<file path="src/rtl/imem_loader_if.sv">
// Byte-stream receive handshake plus instruction-memory write port for imem_loader.
// The master modport is the loader side; slave is the stream source / memory side.
interface imem_loader_if #(
  parameter int ADDR_W = 8
) ();
  logic [7:0]        rx_data;
  logic              rx_valid;
  logic              rx_ready;
  logic              imem_we;
  logic [ADDR_W-1:0] imem_waddr;
  logic [31:0]       imem_wdata;

  modport master (
    input  rx_data,
    input  rx_valid,
    output rx_ready,
    output imem_we,
    output imem_waddr,
    output imem_wdata
  );

  modport slave (
    output rx_data,
    output rx_valid,
    input  rx_ready,
    input  imem_we,
    input  imem_waddr,
    input  imem_wdata
  );
endinterface

</file>
<file path="src/rtl/imem_loader.sv">
// Boot-time instruction-memory loader: packs a little-endian byte stream into 32-bit words,
// holds the core in reset until done. Optional trailing XOR checksum: IMEM_LOADER_CHECKSUM_EN.
module imem_loader #(
  parameter int DEPTH  = 256,
  parameter int ADDR_W = 8
) (
  input  logic          clk,
  input  logic          rst,
  imem_loader_if.master bus,
  output logic          cpu_rst,
  output logic          done,
  output logic          err
);

  typedef enum logic [2:0] {
    CNT_LO,
    CNT_HI,
    DATA,
`ifdef IMEM_LOADER_CHECKSUM_EN
    CSUM,
`endif
    FIN,
    DONE,
    ERR
  } state_t;

  // Where the stream goes once the last data word (or an empty count) is seen.
`ifdef IMEM_LOADER_CHECKSUM_EN
  localparam state_t LOAD_END = CSUM;
`else
  localparam state_t LOAD_END = FIN;
`endif

  localparam logic [16:0] DEPTH_W = 17'(DEPTH);

  state_t      state;
  state_t      state_nxt;
  logic [1:0]  byte_cnt;
  logic [23:0] word_buf;
  logic [15:0] word_cnt;
  logic [15:0] n_words;
  logic [15:0] n_full;
  logic        rx_hs;
  logic        last_word;
`ifdef IMEM_LOADER_CHECKSUM_EN
  logic [7:0]  csum;
`endif

  assign rx_hs     = bus.rx_valid && bus.rx_ready;
  assign n_full    = {bus.rx_data, n_words[7:0]};
  assign last_word = (word_cnt == n_words - 16'd1);

  always_ff @(posedge clk) begin
    if (rst) state <= CNT_LO;
    else     state <= state_nxt;
  end

  always_comb begin
    state_nxt = state;
    case (state)
      CNT_LO: if (rx_hs) state_nxt = CNT_HI;
      CNT_HI: begin
        if (rx_hs) begin
          if ({1'b0, n_full} > DEPTH_W) state_nxt = ERR;
          else if (n_full == 16'd0)     state_nxt = LOAD_END;
          else                          state_nxt = DATA;
        end
      end
      DATA: if (rx_hs && byte_cnt == 2'd3 && last_word) state_nxt = LOAD_END;
`ifdef IMEM_LOADER_CHECKSUM_EN
      CSUM: if (rx_hs) state_nxt = (bus.rx_data == csum) ? FIN : ERR;
`endif
      FIN:     state_nxt = DONE;
      default: state_nxt = state;
    endcase
  end

  always_comb begin
    bus.rx_ready = 1'b0;
    cpu_rst      = 1'b1;
    done         = 1'b0;
    err          = 1'b0;
    case (state)
      CNT_LO, CNT_HI, DATA: bus.rx_ready = 1'b1;
`ifdef IMEM_LOADER_CHECKSUM_EN
      CSUM: bus.rx_ready = 1'b1;
`endif
      DONE: begin
        cpu_rst = 1'b0;
        done    = 1'b1;
      end
      ERR:     err = 1'b1;
      default: ;
    endcase
  end

  // Bytes shift in from the top so that after three bytes word_buf = {b2,b1,b0}.
  always_ff @(posedge clk) begin
    if (rst) begin
      byte_cnt       <= 2'd0;
      word_buf       <= 24'd0;
      word_cnt       <= 16'd0;
      n_words        <= 16'd0;
      bus.imem_we    <= 1'b0;
      bus.imem_waddr <= '0;
      bus.imem_wdata <= 32'd0;
`ifdef IMEM_LOADER_CHECKSUM_EN
      csum           <= 8'd0;
`endif
    end else begin
      bus.imem_we <= 1'b0;
      if (rx_hs) begin
        case (state)
          CNT_LO: n_words[7:0]  <= bus.rx_data;
          CNT_HI: n_words[15:8] <= bus.rx_data;
          DATA: begin
            byte_cnt <= byte_cnt + 2'd1;
            word_buf <= {bus.rx_data, word_buf[23:8]};
`ifdef IMEM_LOADER_CHECKSUM_EN
            csum     <= csum ^ bus.rx_data;
`endif
            if (byte_cnt == 2'd3) begin
              bus.imem_we    <= 1'b1;
              bus.imem_waddr <= word_cnt[ADDR_W-1:0];
              bus.imem_wdata <= {bus.rx_data, word_buf};
              word_cnt       <= word_cnt + 16'd1;
            end
          end
          default: ;
        endcase
      end
    end
  end

endmodule
</file>
<file path="src/flat_wrapper.sv">
// flat-port wrapper written by rule: the top's interface ports become plain ports
module imem_loader_flat 
#(
  parameter int DEPTH  = 256,
  parameter int ADDR_W = 8
)
  (clk, rst, cpu_rst, done, err, bus_rx_data, bus_rx_valid, bus_rx_ready, bus_imem_we, bus_imem_waddr, bus_imem_wdata);
  imem_loader_if #(.ADDR_W(ADDR_W)) bus_i ();
  input  logic clk;
  input  logic rst;
  output logic cpu_rst;
  output logic done;
  output logic err;
  input wire logic [$bits(bus_i.rx_data)-1:0] bus_rx_data;
  input wire logic [$bits(bus_i.rx_valid)-1:0] bus_rx_valid;
  output wire logic [$bits(bus_i.rx_ready)-1:0] bus_rx_ready;
  output wire logic [$bits(bus_i.imem_we)-1:0] bus_imem_we;
  output wire logic [$bits(bus_i.imem_waddr)-1:0] bus_imem_waddr;
  output wire logic [$bits(bus_i.imem_wdata)-1:0] bus_imem_wdata;
  assign bus_i.rx_data = bus_rx_data;
  assign bus_i.rx_valid = bus_rx_valid;
  assign bus_rx_ready = bus_i.rx_ready;
  assign bus_imem_we = bus_i.imem_we;
  assign bus_imem_waddr = bus_i.imem_waddr;
  assign bus_imem_wdata = bus_i.imem_wdata;
  imem_loader #(.DEPTH(DEPTH), .ADDR_W(ADDR_W)) u_core (.clk(clk), .rst(rst), .bus(bus_i), .cpu_rst(cpu_rst), .done(done), .err(err));
endmodule
</file>
<file path="config.mk">
export PLATFORM = sky130hd
export DESIGN_NAME = imem_loader_flat
export DESIGN_NICKNAME = d
export VERILOG_FILES = /design/src/rtl/imem_loader_if.sv /design/src/rtl/imem_loader.sv /design/src/flat_wrapper.sv
export SDC_FILE = /design/constraint.sdc
export NUM_CORES = 1
export LEC_CHECK = 0
export ABC_AREA = 1
export CORE_ASPECT_RATIO = 0.6
export CORE_MARGIN = 2
export CORE_UTILIZATION = 59
export CTS_CLUSTER_SIZE = 24
export DETAILED_ROUTE_END_ITERATION = 12
export GPL_ROUTABILITY_DRIVEN = 0
export PLACE_DENSITY = 0.84
export SLEW_MARGIN = 25
export SYNTH_ARGS = -nofsm -noshare
export SYNTH_HDL_FRONTEND = slang
export SYNTH_SLANG_ARGS = --single-unit
</file>
<file path="constraint.sdc">
create_clock -name clk -period 3.5 [get_ports clk]
set_input_delay 0.35 -clock clk [delete_from_list [all_inputs] [get_ports clk]]
set_output_delay 0.35 -clock clk [all_outputs]
set_load 0.1 [all_outputs]
</file>
---- Word-level counts from Yosys, hierarchy flattened ----
Index checks and enable logic that the tools add are counted.
storage, ports and cells
  register bits ........................... 102
  bits in latches ......................... 0
  bits in writable memories ............... 0
  memory bits (read-only) ................. 0
  input bits .............................. 11
  output and inout port bits .............. 45
  word-level logic and storage cells ...... 49
  memories ................................ 0
operators by class
  add/subtract/negate cells ............... 3
  multiply operators ...................... 0
  div/mod/pow operators ................... 0
  order comparisons ....................... 1
  eq/ne operators ......................... 10
  shifts and indexed selects .............. 0
  muxes and demuxes ....................... 11
  bitwise operators ....................... 2
  reduce and logical (&&, ||, !) cells .... 13
operators with widths
  cell                   number
  $add 16x1->16 const B  1
  $eq 16x16->1           1
  $gt 16x9->1 const B    1
  $logic_not 16->1       1
  $sub 16x1->16 const B  1
  $mux 3                 4
  $pmux 3 s4             1
  $eq 3x2->1 const B     2
  $eq 3x3->1 const B     2
  $mux 1                 6
  $ne 2x1->1 const B     3
  $reduce_and 2->1       3
  $reduce_or 3->1        2
  $reduce_and 4->1       1
  $reduce_bool 4->1      1
  $eq 3x1->1 const B     1
  $logic_and 1x1->1      3
  $logic_not 3->1        1
  $reduce_and 3->1       1
  $add 2x1->2 const B    1
  $eq 2x2->1 const B     1
  $not 1->1              2

---- Logic depth before layout (Yosys ltp) ----
Gate-level depths: netlist (run 1).
  depth after elaboration ................. 8
  depth in mapped cells ................... 17
  depth with buffers taken out ............ 17

---- Worst setup path after synthesis (run 1) ----
OpenSTA, ideal clock, no wires.
  path type ............................... register to output
  start ................................... register u_core.state[0]
  end ..................................... output cpu_rst
  data arrival time ....................... 2.734 ns
  data required time ...................... 3.150 ns
  slack ................................... 0.416 ns
  stages on the path, launching flop included .. 5
  path buffers ............................ 0
  cells stage by stage .................... dfxtp_1 nor2_1 inv_1 nor2_1 inv_1
on the way
  word-level cells in the longest chain between the ends .. 2
RTL lines
  element                 RTL line            text
  from (decl)             imem_loader.sv:36   state_t state;
  from (signal assigned)  imem_loader.sv:55   else state <= state_nxt;
  $eq 3x3->1              imem_loader.sv:83   case (state)
  $mux 1                  imem_loader.sv:83
  to (decl)               flat_wrapper.sv:11  output logic cpu_rst;
No other way between the ends.

---- Worst setup path in the final report (run 1) ----
Same ends and word-level chain as after synthesis.

==> results by group, run 1 <==
Timing
  – Fin. max-slew vios: 0
  – Setup Total Neg Slack: 0 ps
  – Setup violators final: 0
  – Slew @ Worst Pin: 1010 ps
  – Final Cycle Share: 74.7%
  – Final Critical Period: between 2000 and 3000 ps
  – Worst slew margin: 32.3%
  – Final Hold Slack: between 400 and 500 ps
  – Final setup margin: slightly below 900 ps
  – Worst Skew: 3.75 ps
  – FMAX: 383 MHz
  – RSZ-0062 raised after global routing: false
  – Final hold viol count: 0

Global route
  – Initial antenna violation count: 0
  – Vias in the first global route: 4,021
  – Congestion Overflow GR: 0
  – First-pass GRT wire length: 19,600 um
  – GRT Util Overall: 30.4%
  – Largest net degree at the start of global routing: 60

Clocking
  – Clock buffer depth: 2
  – Clock sink count: 102
  – Post-CTS setup repair buffer count: 0
  – H-tree Lvls: 3
  – Skew-Pair Late Insertion Delay: approximately 350 ps
  – Post-CTS Hold Buffers: 0
  – CTS root buf: clkbuf_16
  – CTS tree: built
  – CTS buffer count: 9
  – Post-CTS sizing: 0
  – CTS clock-pin slew for the worst setup and hold paths: 70 ps

Setup path
  – Arrival @ worst endpoint: approximately 2300 ps
  – Crit path max fanout: 7
  – Endpoint type of the worst setup path: output pin
  – Reg-to-reg setup timing slack: between 1000 and 1500 ps
  – Setup CP Type: flip-flop to output pin
  – CP required: 3150 ps
  – Reg2Reg Depth: 16
  – CP Launch Type: flip-flop

Min path
  – Worst Hold Class: flip-flop to flip-flop
  – WHS Path Cells: 2

Pwr
  – Switching power: 840 uW
  – Leakage power: 2.17 nW
  – Reg power frac: 45.6%
  – PwrDens: 520 nW/um^2
  – Clock power frac: 36.7%
  – Switching Fraction: 30.4%
  – Int Pwr: 1.92 mW
  – Combinational power share: 17.7%
  – Max VDD drop: ~350 uV

Placed design
  – Input/output buffers: 55
  – HPWL after DPL: between 8000 and 9000 um
  – DP Worst Slack: ~840 ps

Die
  – Core Box Area: 7240 um^2
  – I/O pin cnt: 56
  – Num rows: 24
  – Initial cell density of the core: around 61%
  – Die area: 8170 um^2
  – Die width: 115 um
  – Die height: 70.8 um

Flow run
  – Max Cap Violations: 0

Detailed routing
  – Drt drc: 0
  – Antenna viol nets, final: 0
  – Starting DRT DRC Count: 451
  – Vias: 4,281
  – DR WL/cell: 15.1 um
  – Drt via density: approximately 5.6
  – Pre-antenna DRT Iters: 7
  – Routed WL: 11,600 um

Yosys
  – Synth Cell Area: approximately 4400 um^2
  – Mapped Cells: 614
  – Yosys warns: 0
  – Sequential-to-total area share from yosys stat: 46.5%
  – Mapped Avg Cell Area: 7.15 um^2
  – Synth Net Count: 628
  – Unique masters post-synth: 28
  – Seq cells post-synth: between 100 and 150

Status
  – Status: finished, final reports clean

Final layout
  – Share of post-route cells with drive strength above 1: 5.41%
  – Final nets: 674
  – # diodes: 0
  – Commonest cells after routing, fill and taps aside: 130 x nor2_1, 102 x dfxtp_1, 84 x o21ai_0
  – Most common cell after layout, fill and taps aside: nor2_1
  – Layout area overhead: 21.0%
-- path summary, 6_finish.rpt --
path / to / start
setup / recovery: cpu_rst / u_core.state[0]$_SDFFE_PP0P_
hold / removal: u_core.bus.imem_waddr[4]$_SDFFE_PP0P_ / u_core.bus.imem_waddr[4]$_SDFFE_PP0P_
setup reg to reg: u_core.state[1]$_SDFFE_PP0P_ / u_core.n_words[0]$_SDFFE_PP0P_
hold reg to reg: u_core.bus.imem_waddr[4]$_SDFFE_PP0P_ / u_core.bus.imem_waddr[4]$_SDFFE_PP0P_
-- critical path, cell delays in order (launching register included) --
cell and delay [ps]:
dfxtp_1 500, nor2_1 90, inv_1 90, nor2_1 50, inv_1 60, clkdlybuf4s50_1 1120
-- cells in the mapped netlist --
| cell type | count | area share (%) |
|---|---|---|
| xnor2_1 | 7 | 1.4 |
| nand3_2 | 2 | 0.46 |
| nor3_1 | 8 | 0.91 |
| clkinv_1 | 1 | 0.085 |
| o21bai_1 | 1 | 0.17 |
| nor2_4 | 2 | 0.51 |
| o21ai_0 | 84 | 9.6 |
| a21oi_1 | 47 | 5.4 |
| dfxtp_1 | 102 | 46 |
| nor2_2 | 4 | 0.57 |
| nor4_1 | 2 | 0.28 |
| a31oi_1 | 2 | 0.28 |
| nor2_1 | 130 | 11 |
| nand2_1 | 68 | 5.8 |
| nand2_2 | 1 | 0.14 |
| inv_1 | 62 | 5.3 |
| nor3_2 | 3 | 0.68 |
| clkbuf_1 | 21 | 1.8 |
| buf_2 | 4 | 0.46 |
| xor2_1 | 5 | 1.0 |
| nand3_1 | 39 | 4.4 |
| inv_2 | 2 | 0.17 |
| ha_1 | 3 | 0.85 |
| o21a_1 | 1 | 0.17 |
| buf_1 | 1 | 0.085 |
| a211oi_1 | 5 | 0.85 |
| nand3b_1 | 1 | 0.17 |
| nand4_1 | 6 | 0.85 |
-- routing by layer --
metal | global-route usage, % | part of all wire (%) | vias up
li1 | - | - | 2085
met1 | 44.5 | 48 | 1941
met2 | 43.4 | 40 | 230
met3 | 9.68 | 10 | 25
met4 | 7.63 | 1.9 | 0
met5 | 0 | 0 | -
-- cell type report --
cell class,instances,area [um^2]
fillers,552,1920
well taps,104,130
inverters,65,244
flip-flops and latches,102,2040
clock buffers,9,225
clock inverters,7,72.6
repair buffers,61,596
multi-input cells,421,2000
-- kinds of logic after synthesis --
kind of cell    after synthesis  share of synthesized area, %
simple gates                266                          26.0
flops                       102                          46.5
fa+ha+maj                     3                         0.855
compound gates              140                          16.4
buf+inv                      91                          7.89
xor+xnor                     12                          2.39
-- metrics by stage --
stage / utilization, % / instance area (um^2) / power (mW) / cells
floorplan: - / 4390 / 1.63 / 614
global placement: 69.3 / 5010 / 1.73 / 753
detailed placement: 69.3 / 5010 / 1.75 / 753
CTS: 73.4 / 5310 / 2.75 / 769
global route: 73.4 / 5310 / 2.88 / 769
finish: 73.4 / 5310 / 2.76 / 769
-- sequential cells by signal, indices dropped and copies added, names as in the netlist --
signal                 count
u_core.word_cnt           16
u_core.bus.imem_waddr      8
u_core.bus.imem_wdata     32
u_core.bus.imem_we         1
u_core.byte_cnt            2
u_core.n_words            16
u_core.word_buf           24
u_core.state               3
-- power groups by stage --
stage | Clock, mW | Combinational [mW] | Sequential, mW
floorplan | 0 | 0.357 | 1.27
global placement | 0 | 0.454 | 1.28
finish | 1.01 | 0.489 | 1.26
detailed placement | 0 | 0.470 | 1.28
global route | 1.06 | 0.554 | 1.26
CTS | 1.01 | 0.478 | 1.26
Note: power is estimated with default switching activity, not from simulation.
==> run 2, diff against run 1 <==
- CORE_UTILIZATION: 59 -> 50
- PLACE_DENSITY: 0.84 -> 0.76
- clock period: 3.5 -> 2.15 ns (I/O delays scaled with it)
==> run 2 against run 1 <==
  * Worst setup slack worse by 690 ps
  * Combinational power up 67%
  * Sequential share of layout area down 0.27 points
  * Core utilization down 11 points
  * Global-route usage down 5.2 points
  * Clock power up 74%
  * Final area up 0.78%
  * First-iteration DRC count down 8.6%
  * Flip-flop and latch count unchanged
  * Via count down 2.0%
  * Die area up 17%
==> results by group, run 2 (synthesis results as in run 1) <==
Timing
  – Slew @ Worst Pin: 455 ps (-558 ps)
  – Final Critical Period: 1960 ps
  – Worst Skew: 7.89 ps (+4.14 ps)
  – Fin. max-slew vios: 0 (unchanged)
  – FMAX: slightly above 500 MHz
  – Setup violators final: 0 (unchanged)
  – Final Cycle Share: approximately nine tenths
  – Final setup margin: 192 ps (-695 ps)
  – Worst slew margin: 69.7% (+37 points)
  – Setup Total Neg Slack: 0 ps (unchanged)
  – Final hold viol count: 0 (unchanged)
  – RSZ-0062 raised after global routing: false

Die
  – Die area: 9570 um^2 (+17%)
  – Initial cell density of the core: 51.5% (-9.2 points)
  – Die height: 76.6 um (+8.1%)
  – Die width: 125 um (+8.3%)
  – Core Box Area: 8520 um^2 (+18%)
  – Num rows: 26 (+8.3%)
  – I/O pin cnt: 56 (unchanged)

Pwr
  – Total design power: 4.63 mW (+68%)
  – Max VDD drop: 425 uV (+22%)
  – Leakage power: 2.33 nW (+7.1%)
  – PwrDens: 865 nW/um^2 (+66%)

Min path
  – Worst Hold Class: flip-flop to flip-flop

Final layout
  – Final nets: 685 (+1.6%)
  – Share of post-route cells with drive strength above 1: 14.3% (+8.9 points)
  – Commonest cells after routing, fill and taps aside: 128 x nor2_1, 101 x dfxtp_1, 84 x o21ai_0
  – Largest regs: u_core.bus.imem_wdata x32, u_core.word_buf x24
  – Layout area overhead: 21.9%
  – Max FFs per register: 32 (unchanged)
  – Fill count: 757 (+37%)
  – # diodes: 0 (unchanged)
  – Most common cell after layout, fill and taps aside: nor2_1
  – Most flops, register: u_core.bus.imem_wdata
  – Post-route design area: 5350 um^2 (+0.78%)

Setup path
  – CP peak stage delay: 350 ps (-770 ps)
  – Setup CP Type: flip-flop to flip-flop
  – CP Launch Type: flip-flop
  – Crit path max fanout: 5 (-2)
  – CP top delay family: simple AND/OR/NAND/NOR gates
  – Arrival @ worst endpoint: 2210 ps (-50 ps)
  – Crit-path cells: nor2_1 -> nand2_1 -> nor2_1 -> xor2_1 -> nand2_1 -> nor2_1 -> nand4_1 -> nand2_1 -> nand3_1 -> nand3_1 -> inv_1
  – Reg-to-reg setup timing slack: 190 ps (-1060 ps)
  – CP max-delay cell: dfxtp_1
  – Worst Path Buf+Inv: 1 (-2)
  – CP required: 2400 ps (-750 ps)
  – Endpoint type of the worst setup path: flip-flop

Clocking
  – CTS clock-pin slew for the worst setup and hold paths: 70 ps (about the same)
  – Clock buffer depth: 2 (unchanged)
  – Skew-Pair Late Insertion Delay: 360 ps (about the same)
  – CTS tree: built
  – CTS buffer count: 9 (unchanged)
  – H-tree Lvls: 3 (unchanged)
  – Post-CTS Hold Buffers: 0 (unchanged)
  – CTS root buf: clkbuf_16
  – Clock sink count: 102 (unchanged)

Detailed routing
  – DR WL/cell: 14.8 um (-2.2%)
  – Drt drc: 0 (unchanged)
  – Antenna viol nets, final: 0 (unchanged)
  – Pre-antenna DRT Iters: 5 (-2)
  – Routed WL: 11,600 um (+0.20%)
  – Starting DRT DRC Count: 412 (-8.6%)
  – Vias: 4,197 (-2.0%)
  – Drt via density: 5.33 (-4.3%)

Global route
  – First-pass GRT wire length: 19,200 um (-1.9%)
  – Largest net degree at the start of global routing: 58 (-3.3%)
  – GRT Util Overall: 25.1% (-5.2 points)
  – Vias in the first global route: 3,752 (-6.7%)
  – Initial antenna violation count: 0 (unchanged)
  – Congestion Overflow GR: 0 (unchanged)

Flow run
  – Max Cap Violations: 0 (unchanged)

Placed design
  – DP Worst Slack: -5.85 ps (-846 ps)
  – Cell Area, Placed: 5000 um^2 (-0.25%)
  – Input/output buffers: 55 (unchanged)
  – HPWL after DPL: 8420 um (+3.1%)

Status
  – Status: finished, final reports clean
==> run 2: changes by cell type in the layout (fill, tap and decap cells not counted), moves of 2 or more <==
cell,change
clkdlybuf4s50_1,-45
inv_6,-2
nor2_1,-2
clkinv_2,-2
nor2_4,+2
buf_4,+56
==> run 2: report_power, final <==
part           switching (mW)  internal [mW]  total, mW
combinational           0.548          0.271      0.819
sequential             0.0776           1.97       2.05
clock                   0.733           1.03       1.76
==> run 2: per-stage QoR <==
stage | utilization (%) | cells | hold WS, ps
finish | 62.8 | 788 | 469
global route | 62.8 | 788 | 494
CTS | 62.5 | 788 | 471
detailed placement | 58.7 | 772 | 460
global placement | 58.7 | 772 | 450
floorplan | - | 614 | 350
==> run 2: what timing repair did <==
| item | in CTS | in global routing |
|---|---|---|
| setup endpoints to repair | 0 | 4 |
| setup buffers | 0 | 0 |
| gates resized for setup | 0 | 6 |
==> run 2: cell type report <==
cell class	instances	area [um^2]	area share, %
flip-flops and latches	102	2040	38.2
clock inverters	6	95.1	1.78
clock buffers	10	229	4.28
well taps	112	140	2.62
inverters	65	244	4.56
repair buffers	72	566	10.6
multi-input cells	421	2040	38.0
==> run 2: worst min-delay path: stages (launching register included) <==
cell	delay (ps)
dfxtp_1	310
nand2_1	60
a21oi_1	50
==> run 2: final timing paths <==
check | start | to | depth (start not counted)
setup / recovery | u_core.n_words[2]$_SDFFE_PP0P_ | u_core.state[1]$_SDFFE_PP0P_ | 11
hold reg to reg | u_core.bus.imem_waddr[4]$_SDFFE_PP0P_ | u_core.bus.imem_waddr[4]$_SDFFE_PP0P_ | 2
setup reg to reg | u_core.n_words[2]$_SDFFE_PP0P_ | u_core.state[1]$_SDFFE_PP0P_ | 11
hold / removal | u_core.bus.imem_waddr[4]$_SDFFE_PP0P_ | u_core.bus.imem_waddr[4]$_SDFFE_PP0P_ | 2
==> run 2: layer usage <==
metal	track usage, %	vias up	share of wire (%)
met5	0	-	0
met4	7.00	0	0.97
met3	8.22	13	11
met2	33.8	189	39
met1	37.9	1894	49
li1	-	2101	-
==> run 3, diff against run 2 <==
- HOLD_SLACK_MARGIN: not set -> 0.02
==> results of run 3 <==
Final layout, timing and power as in run 2 (identical DEF).
